$ cat src/rtl/parking_pkg.sv
// ============================================================================
//  Module   : parking_pkg
//  Brief    : Shared state, lane and status encodings for the parking gate arbiter.
//  Revision : 1.0  initial release
// ============================================================================
`default_nettype none

package parking_pkg;

    typedef enum logic [1:0] {
        ST_IDLE     = 2'd0,
        ST_OPEN_IN  = 2'd1,
        ST_OPEN_OUT = 2'd2,
        ST_CLOSING  = 2'd3
    } state_t;

    typedef enum logic {
        LANE_IN  = 1'b0,
        LANE_OUT = 1'b1
    } lane_t;

    localparam logic [3:0] C_STS_IDLE       = 4'b0000;
    localparam logic [3:0] C_STS_IDLE_FULL  = 4'b0111;
    localparam logic [3:0] C_STS_OPEN_IN    = 4'b0100;
    localparam logic [3:0] C_STS_OPEN_OUT   = 4'b0101;
    localparam logic [3:0] C_STS_CLOSE_TMO  = 4'b0011;
    localparam logic [3:0] C_STS_CLOSE_PASS = 4'b0001;

    function automatic int max_int(input int a, input int b);
        return (a > b) ? a : b;
    endfunction

endpackage

`default_nettype wire

$ cat src/rtl/parking_gate_arbiter_gate_timer.sv
// ============================================================================
//  Module   : gate_timer
//  Brief    : Loadable down-counter that saturates at zero; times open and close phases.
//  Revision : 1.0  initial release
// ============================================================================
`default_nettype none

module gate_timer #(
    parameter int WIDTH = 4
) (
    input  logic             clk,
    input  logic             rst,
    input  logic             load,
    input  logic [WIDTH-1:0] value,
    input  logic             en,
    output logic             zero
);

    logic [WIDTH-1:0] r_count;

    always_ff @(posedge clk or posedge rst) begin
        if (rst) begin
            r_count <= '0;
        end else if (load) begin
            r_count <= value;
        end else if (en && (r_count != '0)) begin
            r_count <= r_count - WIDTH'(1);
        end
    end

    assign zero = (r_count == '0);

endmodule

`default_nettype wire

$ cat src/rtl/parking_gate_arbiter.sv
// ============================================================================
//  Module   : parking_gate_arbiter
//  Brief    : Round-robin owner of a shared barrier gate with lot occupancy tracking.
//  Revision : 1.0  initial release
// ============================================================================
`default_nettype none

module parking_gate_arbiter
    import parking_pkg::*;
#(
    parameter int CAPACITY     = 8,
    parameter int CNT_W        = 4,
    parameter int OPEN_CYCLES  = 16,
    parameter int CLOSE_CYCLES = 4
) (
    input  logic             clk,
    input  logic             rst,
    input  logic             entry_req,
    input  logic             exit_req,
    input  logic             car_passed,
    output logic             entry_gnt,
    output logic             exit_gnt,
    output logic             gate_open,
    output logic [CNT_W-1:0] occupancy,
    output logic             full,
    output logic             empty,
    output logic             timeout_err,
    output logic [3:0]       status
);

    localparam int TMR_W = $clog2(max_int(OPEN_CYCLES, CLOSE_CYCLES));

    state_t             r_state, w_state_next;
    lane_t              r_last, w_last_next;
    logic [CNT_W-1:0]   r_occ, w_occ_next;
    logic               r_full, r_empty, r_timeout_err, r_timed_out;
    logic               w_elig_in, w_elig_out, w_inc, w_dec, w_timeout;
    logic               w_tmr_load, w_tmr_en, w_tmr_zero;
    logic [TMR_W-1:0]   w_tmr_value;

    gate_timer #(.WIDTH(TMR_W)) u_gate_timer (
        .clk   (clk),
        .rst   (rst),
        .load  (w_tmr_load),
        .value (w_tmr_value),
        .en    (w_tmr_en),
        .zero  (w_tmr_zero)
    );

    always_comb begin
        w_state_next = r_state;
        w_last_next  = r_last;
        w_elig_in    = entry_req & ~r_full;
        w_elig_out   = exit_req & ~r_empty;
        w_inc        = 1'b0;
        w_dec        = 1'b0;
        w_timeout    = 1'b0;
        w_tmr_load   = 1'b0;
        w_tmr_en     = 1'b0;
        w_tmr_value  = '0;
        case (r_state)
            ST_IDLE: begin
                // Both eligible: favour whichever lane was not served last
                if (w_elig_in && (!w_elig_out || (r_last == LANE_OUT))) begin
                    w_state_next = ST_OPEN_IN;
                    w_last_next  = LANE_IN;
                    w_tmr_load   = 1'b1;
                    w_tmr_value  = TMR_W'(OPEN_CYCLES - 1);
                end else if (w_elig_out) begin
                    w_state_next = ST_OPEN_OUT;
                    w_last_next  = LANE_OUT;
                    w_tmr_load   = 1'b1;
                    w_tmr_value  = TMR_W'(OPEN_CYCLES - 1);
                end
            end
            ST_OPEN_IN, ST_OPEN_OUT: begin
                w_tmr_en = 1'b1;
                if (car_passed) begin
                    w_inc        = (r_state == ST_OPEN_IN) & ~r_full;
                    w_dec        = (r_state == ST_OPEN_OUT) & ~r_empty;
                    w_state_next = ST_CLOSING;
                    w_tmr_load   = 1'b1;
                    w_tmr_value  = TMR_W'(CLOSE_CYCLES - 1);
                end else if (w_tmr_zero) begin
                    w_timeout    = 1'b1;
                    w_state_next = ST_CLOSING;
                    w_tmr_load   = 1'b1;
                    w_tmr_value  = TMR_W'(CLOSE_CYCLES - 1);
                end
            end
            ST_CLOSING: begin
                w_tmr_en = 1'b1;
                if (w_tmr_zero) begin
                    w_state_next = ST_IDLE;
                end
            end
            default: w_state_next = ST_IDLE;
        endcase
    end

    always_comb begin
        w_occ_next = r_occ;
        if (w_inc) begin
            w_occ_next = r_occ + CNT_W'(1);
        end else if (w_dec) begin
            w_occ_next = r_occ - CNT_W'(1);
        end
    end

    always_ff @(posedge clk or posedge rst) begin
        if (rst) begin
            r_state       <= ST_IDLE;
            r_last        <= LANE_OUT;
            r_occ         <= '0;
            r_full        <= 1'b0;
            r_empty       <= 1'b1;
            r_timeout_err <= 1'b0;
            r_timed_out   <= 1'b0;
        end else begin
            r_state       <= w_state_next;
            r_last        <= w_last_next;
            r_occ         <= w_occ_next;
            r_full        <= (w_occ_next == CNT_W'(CAPACITY));
            r_empty       <= (w_occ_next == '0);
            r_timeout_err <= w_timeout;
            if ((r_state != ST_CLOSING) && (w_state_next == ST_CLOSING)) begin
                r_timed_out <= w_timeout;
            end
        end
    end

    always_comb begin
        status = C_STS_IDLE;
        case (r_state)
            ST_IDLE:     status = r_full ? C_STS_IDLE_FULL : C_STS_IDLE;
            ST_OPEN_IN:  status = C_STS_OPEN_IN;
            ST_OPEN_OUT: status = C_STS_OPEN_OUT;
            ST_CLOSING:  status = r_timed_out ? C_STS_CLOSE_TMO : C_STS_CLOSE_PASS;
            default:     status = C_STS_IDLE;
        endcase
    end

    assign entry_gnt   = (r_state == ST_OPEN_IN);
    assign exit_gnt    = (r_state == ST_OPEN_OUT);
    assign gate_open   = entry_gnt | exit_gnt;
    assign occupancy   = r_occ;
    assign full        = r_full;
    assign empty       = r_empty;
    assign timeout_err = r_timeout_err;

endmodule

`default_nettype wire

$ cat config.mk
export PLATFORM = sky130hd
export DESIGN_NAME = parking_gate_arbiter
export DESIGN_NICKNAME = d
export VERILOG_FILES = /design/src/rtl/parking_pkg.sv /design/src/rtl/parking_gate_arbiter_gate_timer.sv /design/src/rtl/parking_gate_arbiter.sv
export SDC_FILE = /design/constraint.sdc
export NUM_CORES = 1
export LEC_CHECK = 0
export ABC_AREA = 1
export CAP_MARGIN = 10
export CELL_PAD_IN_SITES_DETAIL_PLACEMENT = 1
export CELL_PAD_IN_SITES_GLOBAL_PLACEMENT = 2
export CORE_ASPECT_RATIO = 0.75
export CORE_UTILIZATION = 29
export DETAILED_ROUTE_END_ITERATION = 8
export PLACE_DENSITY = 0.86
export SLEW_MARGIN = 10
export SYNTH_ARGS = -nofsm -noshare
export SYNTH_HDL_FRONTEND = slang
export SYNTH_HIERARCHICAL = 1
export SYNTH_SLANG_ARGS = --single-unit
$ cat constraint.sdc
create_clock -name clk -period 3 [get_ports clk]
set_clock_uncertainty 0.2 [all_clocks]
set_input_delay 0.45 -clock clk [delete_from_list [all_inputs] [get_ports clk]]
set_output_delay 0.45 -clock clk [all_outputs]
set_load 0.02 [all_outputs]
==> results of run 1 <==
==> routing by layer <==
metal	vias up	global-route usage (%)
li1	526	-
met1	477	24.17
met2	16	22.47
met3	2	1.087
met4	0	4.121
met5	-	0
==> layout make-up <==
type | count | area [um^2] | share of cell area (%)
Clock buffer | 3 | 41.29 | 2.936
Clock inverter | 1 | 5.005 | 0.3559
Inverter | 30 | 113.9 | 8.096
Multi-Input combinational cell | 115 | 625.6 | 44.48
Sequential cell | 15 | 377.9 | 26.87
Tap cell | 52 | 65.06 | 4.626
Timing Repair Buffer | 18 | 177.7 | 12.63
==> stage by stage <==
stage	hold WS, ns	worst slack, ns	util, %	total power, mW
after floorplan	0.01608	0.7266	-	1.174
after global placement	0.2800	0.6660	36.91	1.515
after detailed placement	0.2894	0.5838	36.91	1.552
after CTS	0.2261	0.3179	38.17	1.722
after global routing	0.2439	0.2003	38.17	1.898
final	0.2240	0.3397	38.17	1.701
==> cell usage after synthesis <==
cell	count
nand4_1	1
nand2_2	10
ha_1	8
clkinv_1	2
clkinv_2	1
conb_1	1
nand3_1	8
dfrtp_1	13
nand3b_1	2
dfstp_2	2
nand2_4	2
xor2_1	1
a21oi_2	1
nor2_1	8
inv_2	6
inv_1	21
buf_4	1
o211ai_1	2
nor2_2	2
nand2_1	58
nor2_4	1
nand3_2	2
o21ai_0	2
a21oi_1	2
o21ai_1	3
xor2_2	1
==> logic make-up (layout without fill, tap and decap cells) <==
family / count (synthesis) / count (layout) / synth area share, %
and+or+nand+nor: 94 / 94 / 38.93
adders and majority gates: 8 / 8 / 8.899
DFF: 15 / 15 / 33.59
xor gates and xnor gates: 2 / 2 / 2.225
AOI/OAI and AO/OA: 10 / 10 / 5.227
other: 1 / 1 / 0.3334
buffers and inverters: 31 / 52 / 10.79
==> cell usage in the layout, fill, tap and decap left out, types with 3 or more instances in the layout <==
master,n
clkbuf_8,3
clkdlybuf4s50_1,17
dfrtp_1,13
ha_1,8
inv_1,21
inv_2,6
nand2_1,58
nand2_2,10
nand3_1,8
nor2_1,8
o21ai_1,3
==> flip-flops by register name, summed over array words and instances, names as in the netlist <==
name / flops
occupancy: 4
u_gate_timer/r_count: 4
r_state: 2
empty: 1
full: 1
r_last: 1
r_timed_out: 1
timeout_err: 1
==> where the power goes <==
part / leakage (nW) / total (mW) / switching [mW] / internal, mW
clock network: 0.0255 / 0.158 / 0.0665 / 0.0916
logic: 0.553 / 1.15 / 0.709 / 0.439
registers: 0.184 / 0.396 / 0.0924 / 0.303
==> worst max-delay path by stage <==
stage | startpoint | to | slack, ns | cells after the start
finish | r_state[1] | status[0] | 0.34 | 6
global route | r_state[1] | status[0] | 0.20 | 6
CTS | r_state[1] | status[0] | 0.32 | 6
detailed placement | r_state[1] | status[0] | 0.58 | 6
global placement | r_state[1] | status[0] | 0.67 | 6
floorplan | r_state[1] | u_gate_timer/r_count[3] | 0.73 | 9
==> results.md, run 1 <==
- Row Count: 19
- CP Max Fanout: 6
- Chip width: 73.92 um
- Distinct cells, synth: 26
- Die ar.: 4134 um^2
- Setup violators final: 0
- First-pass GRT wire length: 4.899 mm
- Hold-fix buffers, CTS: 0
- Critical-path cell with the highest stage delay: clkdlybuf4s50_1
- Io pins: 19
- Buffers and inverters on the worst path: 3
- Met2 routed WL: 1.100 mm
- Starting Density: 30.53%
- Reg2Reg Capture Point: u_gate_timer/r_count[3]
- Mapped Nets: 174
- Seq cells post-synth: 15
- Post-route insts no fill: 234
- Gate Count Post-Synth: 161
- Final hold viol count: 0
- Layout cells sized above 1: 18.13%
- CTS root buf: clkbuf_8
- Met3 wire length: 46 um
- Via-per-instance ratio: 4.363
- Worst path arrival time: 2.01 ns
- Crit path max-delay family: buffers and inverters
- Placed inst area: 1360 um^2
- Yosys warns: 6
- Dominant cell type by area after synthesis: dfrtp_1
- WP data required: 2.35 ns
- Post-synth top area share: 28.92%
- Total global routing overflow: 0
- Top Layer Used: met4
- Crit path largest cell delay: 0.63 ns
- Sequential area share after synthesis: 33.59%
- Critical R2R Launch: r_state[1]
- Critical path class: reg -> out
- Worst-case clock buffer depth: 2
- Post-route cell area: 1406 um^2
- DPL Wire Length: 2.292 mm
- Synthesized area: 1125 um^2
- NumNets Final: 196
- Max-Cap Viols: 0
- Pwr/cell area: 1210 nW/um^2
- Chip height: 55.94 um
- Peak VDD IR: 0.0003472 V
- Hold crit path type: in -> async
- Highest Clock Rate: 0.3759 GHz
- Post-Syn Area per Cell: 6.987 um^2
- Total CTS buffers: 3
- Vias in the first global route: 1,076
- # diodes: 0
- Initial DRC Count: 59
- Clk Latency, worst-skew pair: 0.24 ns
- DR pass1 iterations: 4
- IO Port Bufs: 17
- Status: completed
- Cells after DPL: 230
- Num Clock Sinks: 15
- Internal reg-to-reg setup slack: 0.92 ns
- Post-DR wirelength/cell: 11.60 um
- Wl on met1: 1.540 mm
- Drt total wl: 2.715 mm
- Fillers: 471
- Ranking of synthesized cells by area: dfrtp_1 (29%), nand2_1 (19%), ha_1 (8.9%)
- CP startpoint kind: flip-flop
- Worst Setup End Kind: output pin
- Postcts setup bufs: 0
- Vias: 1,021
- Unrepaired setup endpoints after global routing: false
- Final Cycle Share: 88.68%
- LEAKAGE: 0.7628 nW
- Synth-to-Final Area Change: 25.03%
- H-tree depth: 1
- CTS tree: built
- Initial antenna violation count: 0
- Antenna Nets Post-Route: 0
- Reg clk slew, reported paths: 0.06 ns
- Setup_tns: 0 ns
- Placer Congestion: 0.8286
- DRC errors left: 0
- Largest net degree at the start of global routing: 12
- R2R depth: 10
- CP Cell Sequence: clkinv_1 -> ha_1 -> inv_2 -> nand2_1 -> o211ai_1 -> clkdlybuf4s50_1
- GRT Total Usage: 15.39%
- Max Slew Vio Count: 0
- Number of gates resized after cts: 0
- Fin crit period: 2.660 ns
- Core area: 3685 um^2
Power figures use the tool's default switching activity.
==> run 2, diff against run 1 <==
--- a/config.mk
+++ b/config.mk
@@ -12,9 +12,8 @@
 export CORE_ASPECT_RATIO = 0.75
 export CORE_UTILIZATION = 29
 export DETAILED_ROUTE_END_ITERATION = 8
-export PLACE_DENSITY = 0.86
+export PLACE_DENSITY = 0.84
 export SLEW_MARGIN = 10
 export SYNTH_ARGS = -nofsm -noshare
 export SYNTH_HDL_FRONTEND = slang
-export SYNTH_HIERARCHICAL = 1
 export SYNTH_SLANG_ARGS = --single-unit
==> run 2 against run 1 <==
- non-clock buffer count down 1
- largest power group unchanged
- critical endpoint unchanged
- first-iteration DRC count decreased by 6.8%
- synthesized cell count decreased by 14%
- clock power grew 7%
- critical path depth unchanged
==> results.md, run 2 <==
- Status: completed (unchanged)
- CP Max Fanout: 5 (was 6)
- Crit path largest cell delay: 0.59 ns (was 0.63 ns)
- Mapped Nets: 153 (was 174)
- Hold depth: 2
- Yosys warns: 0 (was 6)
- Hold Path End: r_timed_out
- Reg clk slew, reported paths: 0.07 ns (was 0.06 ns)
- CP Cell Sequence: inv_1 -> ha_1 -> inv_1 -> o21ai_0 -> nand2_1 -> clkdlybuf4s50_1 (was clkinv_1 -> ha_1 -> inv_2 -> nand2_1 -> o211ai_1 -> clkdlybuf4s50_1)
- Vias in the first global route: 916 (was 1,076)
- Synthesized area: 1057 um^2 (was 1125 um^2)
- Via-per-instance ratio: 4.658 (was 4.363)
- Post-route insts no fill: 199 (was 234)
- Post-Syn Area per Cell: 7.606 um^2 (was 6.987 um^2)
- Post-synth top area share: 30.77% (was 28.92%)
- Distinct cells, synth: 26 (unchanged)
- # diodes: 0 (unchanged)
- Reg2Reg Capture Point: full (was u_gate_timer/r_count[3])
- Synth-to-Final Area Change: 24.38% (was 25.03%)
- Critical Path Most Common Cell: inv_1
- CP startpoint kind: flip-flop (unchanged)
- Total CTS buffers: 3 (unchanged)
- Clk Latency, worst-skew pair: 0.25 ns (was 0.24 ns)
- Most common cell in the netlist: nand2_1 (unchanged)
- Initial DRC Count: 55 (was 59)
- Placer Congestion: 0.8437 (was 0.8286)
- Setup_tns: 0 ns (unchanged)
- CTS tree: built (unchanged)
- Sw Share: 48.64% (was 51.02%)
- Gate Count Post-Synth: 139 (was 161)
- Comb power frac: 61.5% (was 67.5%)
- H-tree depth: 1 (unchanged)
- Max-Cap Viols: 0 (unchanged)
- Initial antenna violation count: 0 (unchanged)
- Reg area: 377.9 um^2 (unchanged)
- R2R depth: 10 (unchanged)
- Most frequent cells after synthesis: nand2_1 (42), inv_1 (17), dfrtp_1 (13) (was nand2_1 (58), inv_1 (21), dfrtp_1 (13))
- Number of gates resized after cts: 0 (unchanged)
- Starting Density: 31.30% (was 30.53%)
- Seq cells post-synth: 15 (unchanged)
- LEAKAGE: 0.7132 nW (was 0.7628 nW)
- Num Clock Sinks: 15 (unchanged)
- Internal reg-to-reg setup slack: 0.88 ns (was 0.92 ns)
- Number of synthesized flops with an enable pin: 0 (unchanged)
- Final hold viol count: 0 (unchanged)
- Setup violators final: 0 (unchanged)
- Row Count: 18 (was 19)
- Worst Hold Launch: r_timed_out
- Async SR Flop Fraction: 100.0% (unchanged)
- WP data required: 2.35 ns (about the same)
- Worst-margin pin slew: 0.6106 ns
- Highest Clock Rate: 0.3698 GHz (was 0.3759 GHz)
- Hold crit path type: reg -> reg (was in -> async)
- Worst Setup End Kind: output pin (unchanged)
- NumNets Final: 174 (was 196)
- IO Port Bufs: 17 (unchanged)
- DRC errors left: 0 (unchanged)
- Top FF cell, synth: dfrtp_1 (unchanged)
- Clock share of power: 12.0% (was 9.3%)
- Core area: 3378 um^2 (was 3685 um^2)
- Post-DR wirelength/cell: 13.13 um (was 11.60 um)
- Critical path class: reg -> out (unchanged)
- CTS root buf: clkbuf_8 (unchanged)
- First-pass GRT wire length: 4.395 mm (was 4.899 mm)
- Worst path arrival time: 2.05 ns (was 2.01 ns)
- DR pass1 iterations: 4 (unchanged)
- Cells after DPL: 195 (was 230)
- Chip width: 71.72 um (was 73.92 um)
- Fin crit period: 2.705 ns (was 2.660 ns)
- Unrepaired setup endpoints after global routing: false (unchanged)
- Layout cells sized above 1: 15.09% (was 18.13%)
- Max Slew Vio Count: 0 (unchanged)
- Postcts setup bufs: 0 (unchanged)
- Peak VDD IR: 0.0003276 V (was 0.0003472 V)
- Worst-case clock buffer depth: 2 (unchanged)
- Io pins: 19 (unchanged)
- Dominant cell type by area after synthesis: dfrtp_1 (unchanged)
- Total global routing overflow: 0 (unchanged)
- Most common cell after layout, fill and taps aside: nand2_1 (unchanged)
- GRT Total Usage: 14.81% (was 15.39%)
- Vias: 927 (was 1,021)
- Int Power: 725.3 uW (was 833.4 uW)
- Most frequent cells in the layout: nand2_1 (42), inv_1 (17), clkdlybuf4s50_1 (17), dfrtp_1 (13) (was nand2_1 (58), inv_1 (21), clkdlybuf4s50_1 (17), dfrtp_1 (13), nand2_2 (10))
- Seq pwr share: 26.5% (was 23.3%)
- Slew Limit Headroom: 59.25%
- Chip height: 54.29 um (was 55.94 um)
- Pwr/cell area: 1074 nW/um^2 (was 1210 nW/um^2)
- Die ar.: 3894 um^2 (was 4134 um^2)
- Largest net degree at the start of global routing: 16 (was 12)
- Hold-fix buffers, CTS: 0 (unchanged)
- Drt total wl: 2.612 mm (was 2.715 mm)
- DPL Wire Length: 2.161 mm (was 2.292 mm)
- Psw: 686.9 uW (was 868.0 uW)
- Fillers: 427 (was 471)
- Critical R2R Launch: r_state[0] (was r_state[1])
- Sequential area share after synthesis: 35.74% (was 33.59%)
- Ranking of synthesized cells by area: dfrtp_1 (31%), nand2_1 (15%), ha_1 (11%) (was dfrtp_1 (29%), nand2_1 (19%), ha_1 (8.9%))
- Antenna Nets Post-Route: 0 (unchanged)
- Critical-path cell with the highest stage delay: clkdlybuf4s50_1 (unchanged)
- Final Cycle Share: 90.15% (was 88.68%)
- Multi-input gate area: 584.3 um^2 (was 625.6 um^2)
==> run 2: final cells by class <==
class | instances | area share [%]
clock buffer | 4 | 3.425
inverter | 22 | 6.660
tap | 40 | 3.806
timing repair buffer | 17 | 12.94
multi-input combinational | 101 | 44.43
sequential | 15 | 28.73
==> run 2: worst max-delay path by stage <==
| stage | startpoint | end | slack, ns |
|---|---|---|---|
| 2_1_floorplan | r_state[0] | empty | 1.07 |
| 3_3_place_gp | r_state[0] | status[1] | 0.73 |
| 3_5_place_dp | r_state[0] | status[0] | 0.61 |
| 4_1_cts | r_state[0] | status[0] | 0.31 |
| 5_1_grt | r_state[0] | status[2] | 0.18 |
| 6_report | r_state[0] | status[0] | 0.30 |
==> run 2: stage by stage <==
stage	hold slack [ns]	worst slack [ns]	power, mW	instance area [um^2]	utilization, %
final	0.2930	0.2955	1.412	1315	38.93
after global routing	0.3325	0.1754	1.543	1315	38.93
after CTS	0.3092	0.3126	1.428	1315	38.93
after detailed placement	0.2927	0.6114	1.250	1270	37.59
after global placement	0.2637	0.7276	1.222	1270	37.59
after floorplan	0.1500	1.066	0.9469	1057	-
==> run 2: cell families after synthesis <==
kind of cell             count (synthesis)  share of synthesized area [%]
other                                    1                         0.3547
AO/OA/AOI/OAI                           10                          6.272
adder cells (fa/ha/maj)                  9                          10.65
multiplexers                             1                          1.065
AND/OR/NAND/NOR                         77                          33.73
flip-flops                              15                          35.74
XOR/XNOR                                 3                          3.196
buffers and inverters                   23                          8.994
==> run 2: power by group through the flow <==
stage	Sequential (mW)	Combinational (mW)	Clock [mW]
floorplan	0.394	0.552	0
global placement	0.368	0.854	0
detailed placement	0.377	0.873	0
CTS	0.375	0.879	0.173
global route	0.384	0.979	0.180
finish	0.374	0.868	0.169
==> run 2: routing by layer <==
| metal | global-route usage, % | vias up | wire (um) |
|---|---|---|---|
| met3 | 3.315 | 0 | 76 |
| met2 | 25.16 | 14 | 1254 |
| met1 | 20.09 | 448 | 1281 |
| met5 | 0 | - | 0 |
| met4 | 1.961 | 0 | 0 |
| li1 | - | 465 | - |
==> run 2: worst max-delay path: cells and delay by family, from the launching register on <==
kind	cells	cell delay [ns]
buffers and inverters	3	0.88
adders and majority gates	1	0.27
DFF	1	0.46
AOI/OAI and AO/OA	1	0.12
and+or+nand+nor	1	0.07
